**config.mk**
```make
export PLATFORM = sky130hd
export DESIGN_NAME = regbank_op_arbiter
export DESIGN_NICKNAME = d
export VERILOG_FILES = /design/src/rtl/regbank_op_arbiter.sv
export SDC_FILE = /design/constraint.sdc
export NUM_CORES = 1
export LEC_CHECK = 0
export BUFFER_PORTS_ARGS = -buffer_cell sky130_fd_sc_hd__buf_2
export CORE_UTILIZATION = 47
export CTS_BUF_LIST = sky130_fd_sc_hd__clkbuf_16
export DETAILED_ROUTE_END_ITERATION = 6
export PLACE_DENSITY = 0.8
export SKIP_LAST_GASP = 1
export SYNTH_ARGS = -nofsm -noshare
export SYNTH_HDL_FRONTEND = slang
export SYNTH_SLANG_ARGS = --single-unit
```
**constraint.sdc**
```tcl
create_clock -name CLK -period 2.4 [get_ports CLK]
set_input_delay 0.24 -clock CLK [delete_from_list [all_inputs] [get_ports CLK]]
set_output_delay 0.24 -clock CLK [all_outputs]
set_load 0.02 [all_outputs]
```
**src/rtl/regbank_op_arbiter.sv**
```systemverilog
// Round-robin arbiter sharing one E/FunSel/I write path into a register bank, with locked
// multi-op sequences. Optional lock timeout and LockErr pulse under macro LOCK_TIMEOUT_EN.
module regbank_op_arbiter #(
   parameter int  N        = 8,
   parameter int  NREQ     = 4,
   parameter int  NREG     = 4,
   parameter int  LOCK_MAX = 16,
   localparam int SELW     = (NREG > 1) ? $clog2(NREG) : 1
) (
   input  logic                 CLK,
   input  logic                 RST_N,
   input  logic [NREQ-1:0]      Req,
   input  logic [NREQ-1:0]      ReqLock,
   input  logic [2*NREQ-1:0]    ReqFunSel,
   input  logic [SELW*NREQ-1:0] ReqSel,
   input  logic [N*NREQ-1:0]    ReqData,
   output logic [NREQ-1:0]      Gnt,
   output logic [NREG-1:0]      RegE,
   output logic [1:0]           RegFunSel,
   output logic [N-1:0]         RegI,
   output logic                 Busy,
   output logic                 LockErr
);
   localparam int            PW       = (NREQ > 1) ? $clog2(NREQ) : 1;
   localparam logic [PW-1:0] PTR_LAST = PW'(NREQ - 1);

   typedef enum logic [1:0] {
      IDLE   = 2'd0,
      ISSUE  = 2'd1,
      LOCKED = 2'd2
   } state_e;

   if (LOCK_MAX < 1) begin : g_lock_max_chk
      $error("regbank_op_arbiter: LOCK_MAX must be at least 1");
   end

   state_e          state_q;
   logic [NREQ-1:0] gnt_q;
   logic [NREG-1:0] rege_q;
   logic [1:0]      funsel_q;
   logic [N-1:0]    regi_q;
   logic            lockerr_q;
   logic [PW-1:0]   ptr_q;
   logic [PW-1:0]   own_q;

   logic [NREQ-1:0] elig_s;
   logic [NREQ-1:0] gnt_s;
   logic [NREG-1:0] rege_s;
   logic            win_vld_s;
   logic [PW-1:0]   win_idx_s;
   logic [PW-1:0]   src_s;
   logic            hold_s;
   logic            tmo_s;
   logic            lock_s;
   logic            op_s;
   logic            sel_ok_s;
   logic [SELW-1:0] sel_s;
   logic [1:0]      fs_s;
   logic [N-1:0]    data_s;

`ifdef LOCK_TIMEOUT_EN
   localparam int            CW      = $clog2(LOCK_MAX + 1);
   localparam logic [CW-1:0] CNT_MAX = CW'(LOCK_MAX);

   logic [CW-1:0]   cnt_q;
   logic [NREQ-1:0] inhib_q;

   // Timeout fires only while the owner still asks to keep the lock.
   always_comb begin
      tmo_s  = (state_q == LOCKED) && ReqLock[own_q] && (cnt_q >= CNT_MAX);
      lock_s = ReqLock[win_idx_s] && !inhib_q[win_idx_s];
   end

   // Lock-cycle counter; a forcibly released owner may not relock until its ReqLock drops.
   always_ff @(posedge CLK or negedge RST_N) begin
      if (!RST_N) begin
         cnt_q   <= '0;
         inhib_q <= '0;
      end else begin
         if (hold_s) begin
            cnt_q <= cnt_q + CW'(1);
         end else if (win_vld_s) begin
            cnt_q <= CW'(1);
         end else begin
            cnt_q <= cnt_q;
         end
         inhib_q <= (inhib_q & ReqLock) | (tmo_s ? gnt_q : '0);
      end
   end
`else
   // Locks are unbounded in this build.
   always_comb begin
      tmo_s  = 1'b0;
      lock_s = ReqLock[win_idx_s];
   end
`endif

   // Winner scan: first eligible requester at or after ptr_q, wrapping; last grantee masked.
   always_comb begin
      elig_s    = Req & ~gnt_q;
      win_vld_s = 1'b0;
      win_idx_s = '0;
      for (int i = NREQ - 1; i >= 0; i--) begin
         if (elig_s[(int'(ptr_q) + i) % NREQ]) begin
            win_vld_s = 1'b1;
            win_idx_s = PW'((int'(ptr_q) + i) % NREQ);
         end else begin
            win_vld_s = win_vld_s;
         end
      end
   end

   // Select the lane that drives the bank next cycle: the lock owner or a fresh winner.
   always_comb begin
      hold_s   = (state_q == LOCKED) && ReqLock[own_q] && !tmo_s;
      src_s    = hold_s ? own_q : win_idx_s;
      op_s     = hold_s ? Req[own_q] : win_vld_s;
      sel_s    = ReqSel[SELW*src_s +: SELW];
      fs_s     = ReqFunSel[2*src_s +: 2];
      data_s   = ReqData[N*src_s +: N];
      sel_ok_s = (int'(sel_s) < NREG);
      for (int k = 0; k < NREQ; k++) begin
         gnt_s[k] = (int'(src_s) == k);
      end
      for (int r = 0; r < NREG; r++) begin
         rege_s[r] = op_s && (int'(sel_s) == r);
      end
   end

   // Arbitration FSM; every bank-facing output is registered here.
   always_ff @(posedge CLK or negedge RST_N) begin
      if (!RST_N) begin
         state_q   <= IDLE;
         gnt_q     <= '0;
         rege_q    <= '0;
         funsel_q  <= 2'b00;
         regi_q    <= '0;
         lockerr_q <= 1'b0;
         ptr_q     <= '0;
         own_q     <= '0;
      end else begin
         lockerr_q <= tmo_s;
         if (hold_s || win_vld_s) begin
            gnt_q  <= gnt_s;
            rege_q <= rege_s;
            if (op_s && sel_ok_s) begin
               funsel_q <= fs_s;
               regi_q   <= data_s;
            end
         end else begin
            gnt_q  <= '0;
            rege_q <= '0;
         end
         case (state_q)
            IDLE, ISSUE, LOCKED: begin
               if (hold_s) begin
                  state_q <= LOCKED;
               end else if (win_vld_s) begin
                  ptr_q   <= (win_idx_s == PTR_LAST) ? '0 : win_idx_s + PW'(1);
                  own_q   <= win_idx_s;
                  state_q <= lock_s ? LOCKED : ISSUE;
               end else begin
                  state_q <= IDLE;
               end
            end
            default: state_q <= IDLE;
         endcase
      end
   end

   assign Gnt       = gnt_q;
   assign RegE      = rege_q;
   assign RegFunSel = funsel_q;
   assign RegI      = regi_q;
   assign Busy      = |gnt_q;
   assign LockErr   = lockerr_q;

endmodule

```
==> metrics.yaml, run 1 <==
global_route:
  antenna_found_initial: 0
  grt_pass1_wl_um: 7403
  grt_pass1_vias: 1551
  grt_max_degree: 29
  grt_overflow_total: 0
  grt.total_usage_pct: 24.52
route:
  remaining_drc_errors: 0
  antenna_left: 0
  post_drt_wl_per_cell_um: 15.71
  drt_pre_antenna_iters: 4
  vias_per_cell: 5.641
  drtIter0Drc: 135
  num_vias: 1664
  drt-total-wl_um: 4633
die:
  core_area_um2: 3416
  floorplan.initialDensity_pct: 50.26
  dieWidth_um: 62.44
  num_rows: 21
  io-pin-count: 78
  die_height_um: 62.44
  die_area_um2: 3898
power:
  ir_drop_uv: 640.0
  cellLeakagePower_nw: 1.063
  power_density_nw_per_um2: 1412
logic_synthesis:
  syn_area_per_cell_um2: 9.981
  synth_edf_count: 0
  synth_area_leaders: "dfrtp_1, mux2i_1, o221ai_2"
  syn-cell-area_um2: 1717
  synth.net_count: 230
  synth_cell_types: 45
  ys_warn_count: 0
  synthTopCellsByCount: "dfrtp_1, nand2_1, mux2i_1"
  synth_top_area_share_pct: 34.99
  ys.flop_type: "dfrtp_1"
  synth-seq-area-share_pct: 34.99
  synthArstFlopShare_pct: 100.0
  yosysTopAreaCell: "dfrtp_1"
  synthCells: 172
  synth.most_common_cell: "dfrtp_1"
  ys_seq_elements: 24
place:
  dp_hpwl_um: 3486
  io_buffer_count: 76
  dpl-instance-area_um2: 2102
  post-place-cells: 290
  globalplace.congestion: 0.9002
sta:
  rsz0062_at_grt: "no"
  finalClockSkew_ps: 1.419
  finalHoldViolCount: 0
  clock.fmax_ghz: 0.4431
  fin_crit_sh_pct: 94.03
  setup_viol: 0
  slew-limit-headroom_pct: 58.15
  whs_ps: 303.1
  finalCriticalPeriod_ps: 2257
  finalSetupTns_ps: 0
  worstMarginPinSlew_ps: 627.1
  slew_violations: 0
run_status:
  status: "finished clean"
clocking:
  cts_sinks: 24
  numCtsBuffers: 3
  cts_tree: "built"
  h-tree-depth: 1
  clock_latency_ps: 260
  cts_root_buffer: "clkbuf_16"
  cts_buffer_depth: 2
  clkTransAtPathRegs_ps: 60
job:
  drv_cap: 0
critical_path:
  start_kind: "register"
  cp-end-kind: "register"
  critPathMaxStageDelay_ps: 540
  path_buf_inv: 1
  critPathRequiredTime_ps: 2550
  worstPathMaxFanout: 28
  critical-path-top-delay-family: "multiplexers"
  crit_type: "reg -> reg"
  cp_data_arrival_time_ps: 2410
  crit_slowest_cell: "mux4_2"
  crit_chain: "mux4_2, and3_1, a41oi_2, buf_4, mux2i_1, nor2_1, o22a_1"
finish:
  drive_gt1_share_pct: 40.16
  area_growth_pct: 27.62
  fin_cells: 295
  nFillCells: 298
  stdcell_area_um2: 2191
  n_antenna_cell: 0
  nets: 308
worst_hold_path:
  hold_path.class: "in -> reg"
[worst reg2reg max path: stages (launching register included)]
cell and delay [ps]:
dfrtp_1 380, mux4_2 540, and3_1 200, a41oi_2 190
buf_4 360, mux2i_1 250, nor2_1 60, o22a_1 170
[worst paths after layout]
kind | startpoint | endpoint | slack [ps] | cells after the start
max | own_q[1] | RegI[0] | 140 | 7
min | ReqData[3] | RegI[3] | 300 | 3
max reg2reg | own_q[1] | RegI[0] | 140 | 7
min reg2reg | RegI[3] | RegI[3] | 490 | 2
max in group asynchronous | RST_N | RegI[6] | 1520 | 2
min in group asynchronous | RST_N | ptr_q[1] | 510 | 2
[registers in the layout, indices dropped and copies added (netlist names)]
register,count
RegE,4
RegFunSel,2
Gnt,4
RegI,8
state_q,2
own_q,2
ptr_q,2
[power by group]
part / leakage [nW] / switching, mW / internal, mW
clock network: 0.0385 / 0.147 / 0.223
logic: 0.727 / 1.16 / 0.831
registers: 0.298 / 0.128 / 0.604
[kinds of logic after synthesis]
logic type	Yosys count	synth area share, %
AND/OR/NAND/NOR	57	17.42
AO/OA/AOI/OAI	51	24.56
flip-flops	24	34.99
multiplexers	22	15.38
buffers and inverters	16	6.924
XOR/XNOR	1	0.5103
other	1	0.2184
[what timing repair did]
item                                    in CTS  in global routing
gates resized for setup                      0                  0
buffers inserted                             0                  0
hold endpoints to repair                    24                  0
endpoints found under the setup margin       0                  0
hold buffers                                 1                  0
[layout by cell type, fill, tap and decap left out, types with 2 or more instances in the layout]
cell       instances
o21ai_1            2
o221ai_1           2
a21oi_1            2
inv_1              6
nand2_1           19
nor3b_1            6
a21boi_0           2
dfrtp_1           24
o22ai_1            6
o21a_1             2
nor2b_1            5
o221ai_2           6
nor2_1             9
a211oi_1           2
clkbuf_16          3
a31oi_1            7
a22oi_1            8
buf_2             76
o22a_1             2
o21ai_0            5
and3_1             2
nor3_1             2
mux2i_1           17
nand2b_1           5
buf_4              5
mux2_2             2
nand3_1            4
[final cells by class]
| class | count | area (um^2) | area share (%) |
|---|---|---|---|
| multi-input cells | 132 | 997.2 | 45.52 |
| flip-flops and latches | 24 | 600.6 | 27.41 |
| repair buffers | 82 | 427.9 | 19.53 |
| clock buffers | 3 | 75.07 | 3.427 |
| well taps | 46 | 57.56 | 2.627 |
| inverters | 7 | 28.78 | 1.314 |
| clock inverters | 1 | 3.754 | 0.1713 |
[per-layer routing]
metal | track usage, % | up-vias | share of wire [%]
li1 | - | 803 | -
met1 | 33.10 | 778 | 43
met2 | 40.08 | 75 | 49
met3 | 2.920 | 8 | 6.4
met4 | 9.593 | 0 | 1.9
met5 | 0 | - | 0
[per-stage QoR]
| step | utilization (%) | power (mW) | setup WS (ps) |
|---|---|---|---|
| 6_report | 64.14 | 3.094 | 143.3 |
| 5_1_grt | 64.14 | 3.326 | 36.52 |
| 4_1_cts | 64.14 | 3.098 | 148.1 |
| 3_5_place_dp | 61.54 | 2.714 | 165.6 |
| 3_3_place_gp | 61.54 | 2.666 | 267.1 |
| 2_1_floorplan | - | 2.351 | 346.9 |
Power figures use the tool's default switching activity.
==> run 2: changes to the inputs <==
--- a/config.mk
+++ b/config.mk
@@ -6,10 +6,10 @@
 export NUM_CORES = 1
 export LEC_CHECK = 0
 export BUFFER_PORTS_ARGS = -buffer_cell sky130_fd_sc_hd__buf_2
-export CORE_UTILIZATION = 47
+export CORE_UTILIZATION = 35
 export CTS_BUF_LIST = sky130_fd_sc_hd__clkbuf_16
 export DETAILED_ROUTE_END_ITERATION = 6
-export PLACE_DENSITY = 0.8
+export PLACE_DENSITY = 0.63
 export SKIP_LAST_GASP = 1
 export SYNTH_ARGS = -nofsm -noshare
 export SYNTH_HDL_FRONTEND = slang
==> run 2 against run 1 <==
  * The run now ends with design-rule violations left
  * Global-route usage is 7.9 points lower
  * Maximum frequency decreased by 0.64%
  * Core utilization fell by 17 points
  * Via count shrank 2.3%
  * Combinational power about the same
  * Sequential share of layout area fell by 0.42 points
  * Routed wire length fell by 5.0%
  * Total power rose by 0.16%
  * Die area increased by 33%
  * Final cell count is 7.5% higher
  * Register-to-register slack hardly changed
  * Critical path depth is 1 lower
  * Critical path type unchanged
  * Critical endpoint is now RegI[5]
  * Largest cell class unchanged
  * Largest power group unchanged
  * Highest routed layer is now met3
==> metrics.yaml, run 2 (same netlist as run 1, synthesis figures left out) <==
critical_path:
  crit_slowest_cell: "mux4_2"
  critPathMaxStageDelay_ps: 570
  worstPathMaxFanout: 25
  crit_chain: "mux4_2, and3_1, a41oi_2, buf_4, mux2i_1, o221ai_2"
  crit_type: "reg -> reg"
  start_kind: "register"
  cp-end-kind: "register"
  path_buf_inv: 1
  critical-path-top-delay-family: "multiplexers"
  critPathRequiredTime_ps: 2540
  cp_data_arrival_time_ps: 2410
run_status:
  violations: "design-rule violations"
  status: "complete, but fails checks"
sta:
  worst_slack_ps: 128.7
  fin_crit_sh_pct: 94.64
  clock.fmax_ghz: 0.4403
  rsz0062_at_grt: "no"
  finalSetupTns_ps: 0
  finalClockSkew_ps: 2.483
  finalCriticalPeriod_ps: 2271
  finalHoldViolCount: 0
  setup_viol: 0
  slew_violations: 0
  slew-limit-headroom_pct: 58.94
  worstMarginPinSlew_ps: 615.3
route:
  drt-total-wl_um: 4400
  antenna_left: 0
  remaining_drc_errors: 1
  drtIter0Drc: 99
  drt_pre_antenna_iters: 6
  num_vias: 1626
  vias_per_cell: 5.129
  post_drt_wl_per_cell_um: 13.88
finish:
  area_growth_pct: 29.59
  final_common_cell: "buf_2"
  drive_gt1_share_pct: 40.40
  largest_reg_flops: 8
  most-common-layout-cells: "buf_2, dfrtp_1, nand2_1"
  stdcell_area_um2: 2225
  n_antenna_cell: 0
  nets: 309
  nFillCells: 475
power:
  power.switching_mw: 1.421
  ir_drop_uv: 701.3
  power_density_nw_per_um2: 1393
  power_frac_clock_pct: 11.8
  cellLeakagePower_nw: 1.068
  combPwrFrac_pct: 64.5
  swShare_pct: 45.87
  p_int_mw: 1.677
  p_seq_share_pct: 23.6
clocking:
  cts_hold_buf: 1
  post-cts-setup-buffers: 0
  cts_resized: 0
  h-tree-depth: 1
  cts_tree: "built"
  clkTransAtPathRegs_ps: 60
  clock_latency_ps: 260
  cts_buffer_depth: 2
  cts_sinks: 24
  numCtsBuffers: 3
  cts_root_buffer: "clkbuf_16"
die:
  io-pin-count: 78
  die_height_um: 72.04
  floorplan.initialDensity_pct: 36.34
  core_area_um2: 4723
  dieWidth_um: 72.04
  num_rows: 25
  die_area_um2: 5189
place:
  io_buffer_count: 76
  globalplace.congestion: 0.8668
  dp_hpwl_um: 3383
  pre_cts_slack_ps: 128.7
  dpl-instance-area_um2: 2136
worst_hold_path:
  hold_path.class: "in -> reg"
global_route:
  grt_pass1_vias: 1461
  grt_max_degree: 26
  grt.total_usage_pct: 16.66
  antenna_found_initial: 0
  grt_pass1_wl_um: 6872
  grt_overflow_total: 0
job:
  drv_cap: 0
run 2: cell types whose count changed in the layout (fill, tap and decap cells not counted), sizes merged:
cell	before	now
buf	81	82
run 2: power groups by stage:
stage | sequential, mW | combinational, mW | clock (mW)
6_report | 0.732 | 2.00 | 0.367
5_1_grt | 0.754 | 2.18 | 0.391
4_1_cts | 0.731 | 2.02 | 0.370
3_5_place_dp | 0.734 | 2.01 | 0
3_3_place_gp | 0.738 | 1.97 | 0
2_1_floorplan | 0.880 | 1.47 | 0
run 2: path summary, 6_finish.rpt:
kind | from | endpoint | slack (ps) | cells past startpoint
min in group asynchronous | RST_N | RegE[1] | 500 | 2
max in group asynchronous | RST_N | state_q[1] | 1530 | 2
setup / recovery | own_q[1] | RegI[5] | 130 | 6
setup reg to reg | own_q[1] | RegI[5] | 130 | 6
hold / removal | ReqData[30] | RegI[6] | 310 | 3
hold reg to reg | RegI[5] | RegI[5] | 490 | 2
run 2: through the flow:
step	hold WS [ps]	util (%)	instances	power [mW]
floorplan	-55.59	-	172	2.351
global placement	265.3	45.22	312	2.709
detailed placement	264.2	45.22	312	2.748
CTS	303.5	47.10	317	3.117
global route	320.6	47.10	317	3.329
finish	305.3	47.10	317	3.099
run 2: layout make-up:
class	count	area, um^2	area share (%)
Clock buffer	3	75.07	3.375
Clock inverter	1	3.754	0.1687
Inverter	7	28.78	1.294
Multi-Input combinational cell	132	997.2	44.83
Sequential cell	24	600.6	27.00
Tap cell	67	83.83	3.768
Timing Repair Buffer	83	435.4	19.57
run 2: tightest hold or removal path, stage by stage:
cell and delay, ps:
buf_2 80, mux2i_1 50, o221ai_1 160
run 2: metal layers:
metal / global-route usage [%] / wire length (um)
met3: 2.917 / 175
met5: 0 / 0
met1: 24.10 / 2095
met4: 3.050 / 0
met2: 26.42 / 2129
==> run 3: changes to the inputs <==
--- a/config.mk
+++ b/config.mk
@@ -9,7 +9,6 @@
 export CORE_UTILIZATION = 35
 export CTS_BUF_LIST = sky130_fd_sc_hd__clkbuf_16
 export DETAILED_ROUTE_END_ITERATION = 6
-export PLACE_DENSITY = 0.63
 export SKIP_LAST_GASP = 1
 export SYNTH_ARGS = -nofsm -noshare
 export SYNTH_HDL_FRONTEND = slang
==> run 3 against run 2 <==
  * The flow still finishes with violations (design-rule violations)
  * Final cell count decreased by 0.32%
  * Setup slack improved by 3.3 ps
  * Count of clock-buffer cells in the layout did not move
  * Sequential power is essentially flat
  * Combinational power barely moved
  * Clock power decreased by 3%
  * Clock skew shrank 0.53 ps
  * First-iteration DRC count down 22%
  * Worst hold slack got worse by 2.4 ps
  * Largest power group unchanged
  * Core utilization decreased by 0.079 points
  * Sequential cell count is the same
  * Routed wire length shrank 2.3%
==> metrics.yaml, run 3 (same netlist as run 1, synthesis figures left out) <==
critical_path:
  cp-end-kind: "register"
  crit_type: "reg -> reg"
  reg2reg_from: "own_q[1]"
  startpoint: "own_q[1]"
  r2r_slack_ps: 130
  start_kind: "register"
  worstPathMaxFanout: 24
  cp_data_arrival_time_ps: 2390
  cp-endpoint: "RegI[2]"
  ff2ff_path_depth: 6
  worstReg2RegEnd: "RegI[2]"
  critPathRequiredTime_ps: 2530
die:
  die_area_um2: 5189
  die_height_um: 72.04
  floorplan.initialDensity_pct: 36.34
  dieWidth_um: 72.04
  core_area_um2: 4723
  io-pin-count: 78
  num_rows: 25
clocking:
  cts_root_buffer: "clkbuf_16"
  numCtsBuffers: 3
  cts_buffer_depth: 2
  clkTransAtPathRegs_ps: 60
  cts_sinks: 24
  h-tree-depth: 1
  clock_latency_ps: 250
  post-cts-setup-buffers: 0
  cts_tree: "built"
power:
  power_frac_clock_pct: 11.5
  p_total_mw: 3.084
  power_density_nw_per_um2: 1389
  power.switching_mw: 1.405
  combPwrFrac_pct: 64.9
  p_seq_share_pct: 23.6
  p_int_mw: 1.679
  swShare_pct: 45.56
  ir_drop_uv: 851.4
  cellLeakagePower_nw: 1.061
route:
  vias_per_cell: 5.161
  antenna_left: 0
  post_drt_wl_per_cell_um: 13.60
  drt-total-wl_um: 4299
  num_vias: 1631
  drtIter0Drc: 77
  drt_pre_antenna_iters: 6
  remaining_drc_errors: 1
global_route:
  antenna_found_initial: 0
  grt_overflow_total: 0
  grt_pass1_vias: 1475
  grt.total_usage_pct: 17.04
  grt_pass1_wl_um: 6975
  grt_max_degree: 25
place:
  globalplace.congestion: 0.8017
  io_buffer_count: 76
  dp_hpwl_um: 3402
  post-place-cells: 312
job:
  drv_cap: 0
sta:
  finalHoldViolCount: 0
  fin_crit_sh_pct: 94.50
  finalClockSkew_ps: 1.954
  slew_violations: 0
  slew-limit-headroom_pct: 58.38
  setup_viol: 0
  clock.fmax_ghz: 0.4409
  rsz0062_at_grt: "no"
  finalCriticalPeriod_ps: 2268
  finalSetupTns_ps: 0
  worstMarginPinSlew_ps: 623.7
finish:
  fin_cells: 316
  most-common-layout-cells: "buf_2, dfrtp_1, nand2_1"
  final_common_cell: "buf_2"
  n_antenna_cell: 0
  largest_reg_flops: 8
  drive_gt1_share_pct: 40.96
  area_growth_pct: 29.37
  nets: 309
run_status:
  violations: "design-rule violations"
  status: "complete, but fails checks"
worst_hold_path:
  hold_path.class: "in -> reg"
[run 3: changes by cell type in the layout (fill, tap and decap cells not counted), sizes merged]
| cell | before | now |
|---|---|---|
| clkinv | 1 | 0 |
[run 3: power groups by stage]
| stage | combinational, mW | clock, mW | sequential [mW] |
|---|---|---|---|
| floorplan | 1.47 | 0 | 0.880 |
| global placement | 1.98 | 0 | 0.736 |
| detailed placement | 2.01 | 0 | 0.734 |
| CTS | 2.01 | 0.364 | 0.730 |
| global route | 2.18 | 0.381 | 0.755 |
| finish | 2.00 | 0.355 | 0.729 |
[run 3: worst min-delay path by stage]
stage	slack (ps)	to	cells past startpoint	from
after detailed placement	270	RegE[3]	1	RST_N
final	300	RegFunSel[0]	3	ReqFunSel[0]
after floorplan	-60	Gnt[0]	0	RST_N
after global placement	260	RegE[1]	1	RST_N
after global routing	320	RegI[5]	3	ReqData[5]
after CTS	310	RegI[7]	3	ReqData[7]
[run 3: per-stage QoR]
stage	hold WS, ps	utilization (%)	setup WS, ps	instance area, um^2
4_1_cts	305.6	47.02	128.8	2221
3_5_place_dp	271.6	45.22	158.6	2136
5_1_grt	317.3	47.02	4.017	2221
3_3_place_gp	262.2	45.22	222.6	2136
6_report	302.9	47.02	132.0	2221
2_1_floorplan	-55.59	-	346.9	1717
[run 3: timing repair]
item                                    CTS  global route
resized for setup                         0             1
hold buffers                              1             0
endpoints found under the setup margin    0             1
endpoints found under the hold margin     2             0
[run 3: routing by layer]
layer | GRT usage [%] | vias up | wire [um]
li1 | - | 803 | -
met1 | 24.47 | 783 | 2073
met2 | 27.67 | 43 | 2031
met3 | 2.778 | 2 | 173
met4 | 2.614 | 0 | 21
met5 | 0 | - | 0
[run 3: worst max-delay path: stages (launching register included)]
cell	delay, ps
dfrtp_1	440
mux4_2	570
and3_1	200
a41oi_2	230
buf_4	330
mux2i_1	270
o221ai_2	110
[run 3: layout make-up]
class	count	area [um^2]
inverters	7	28.78
repair buffers	83	435.4
well taps	67	83.83
fillers	468	2502
multi-input cells	132	997.2
clock buffers	3	75.07
flip-flops and latches	24	600.6
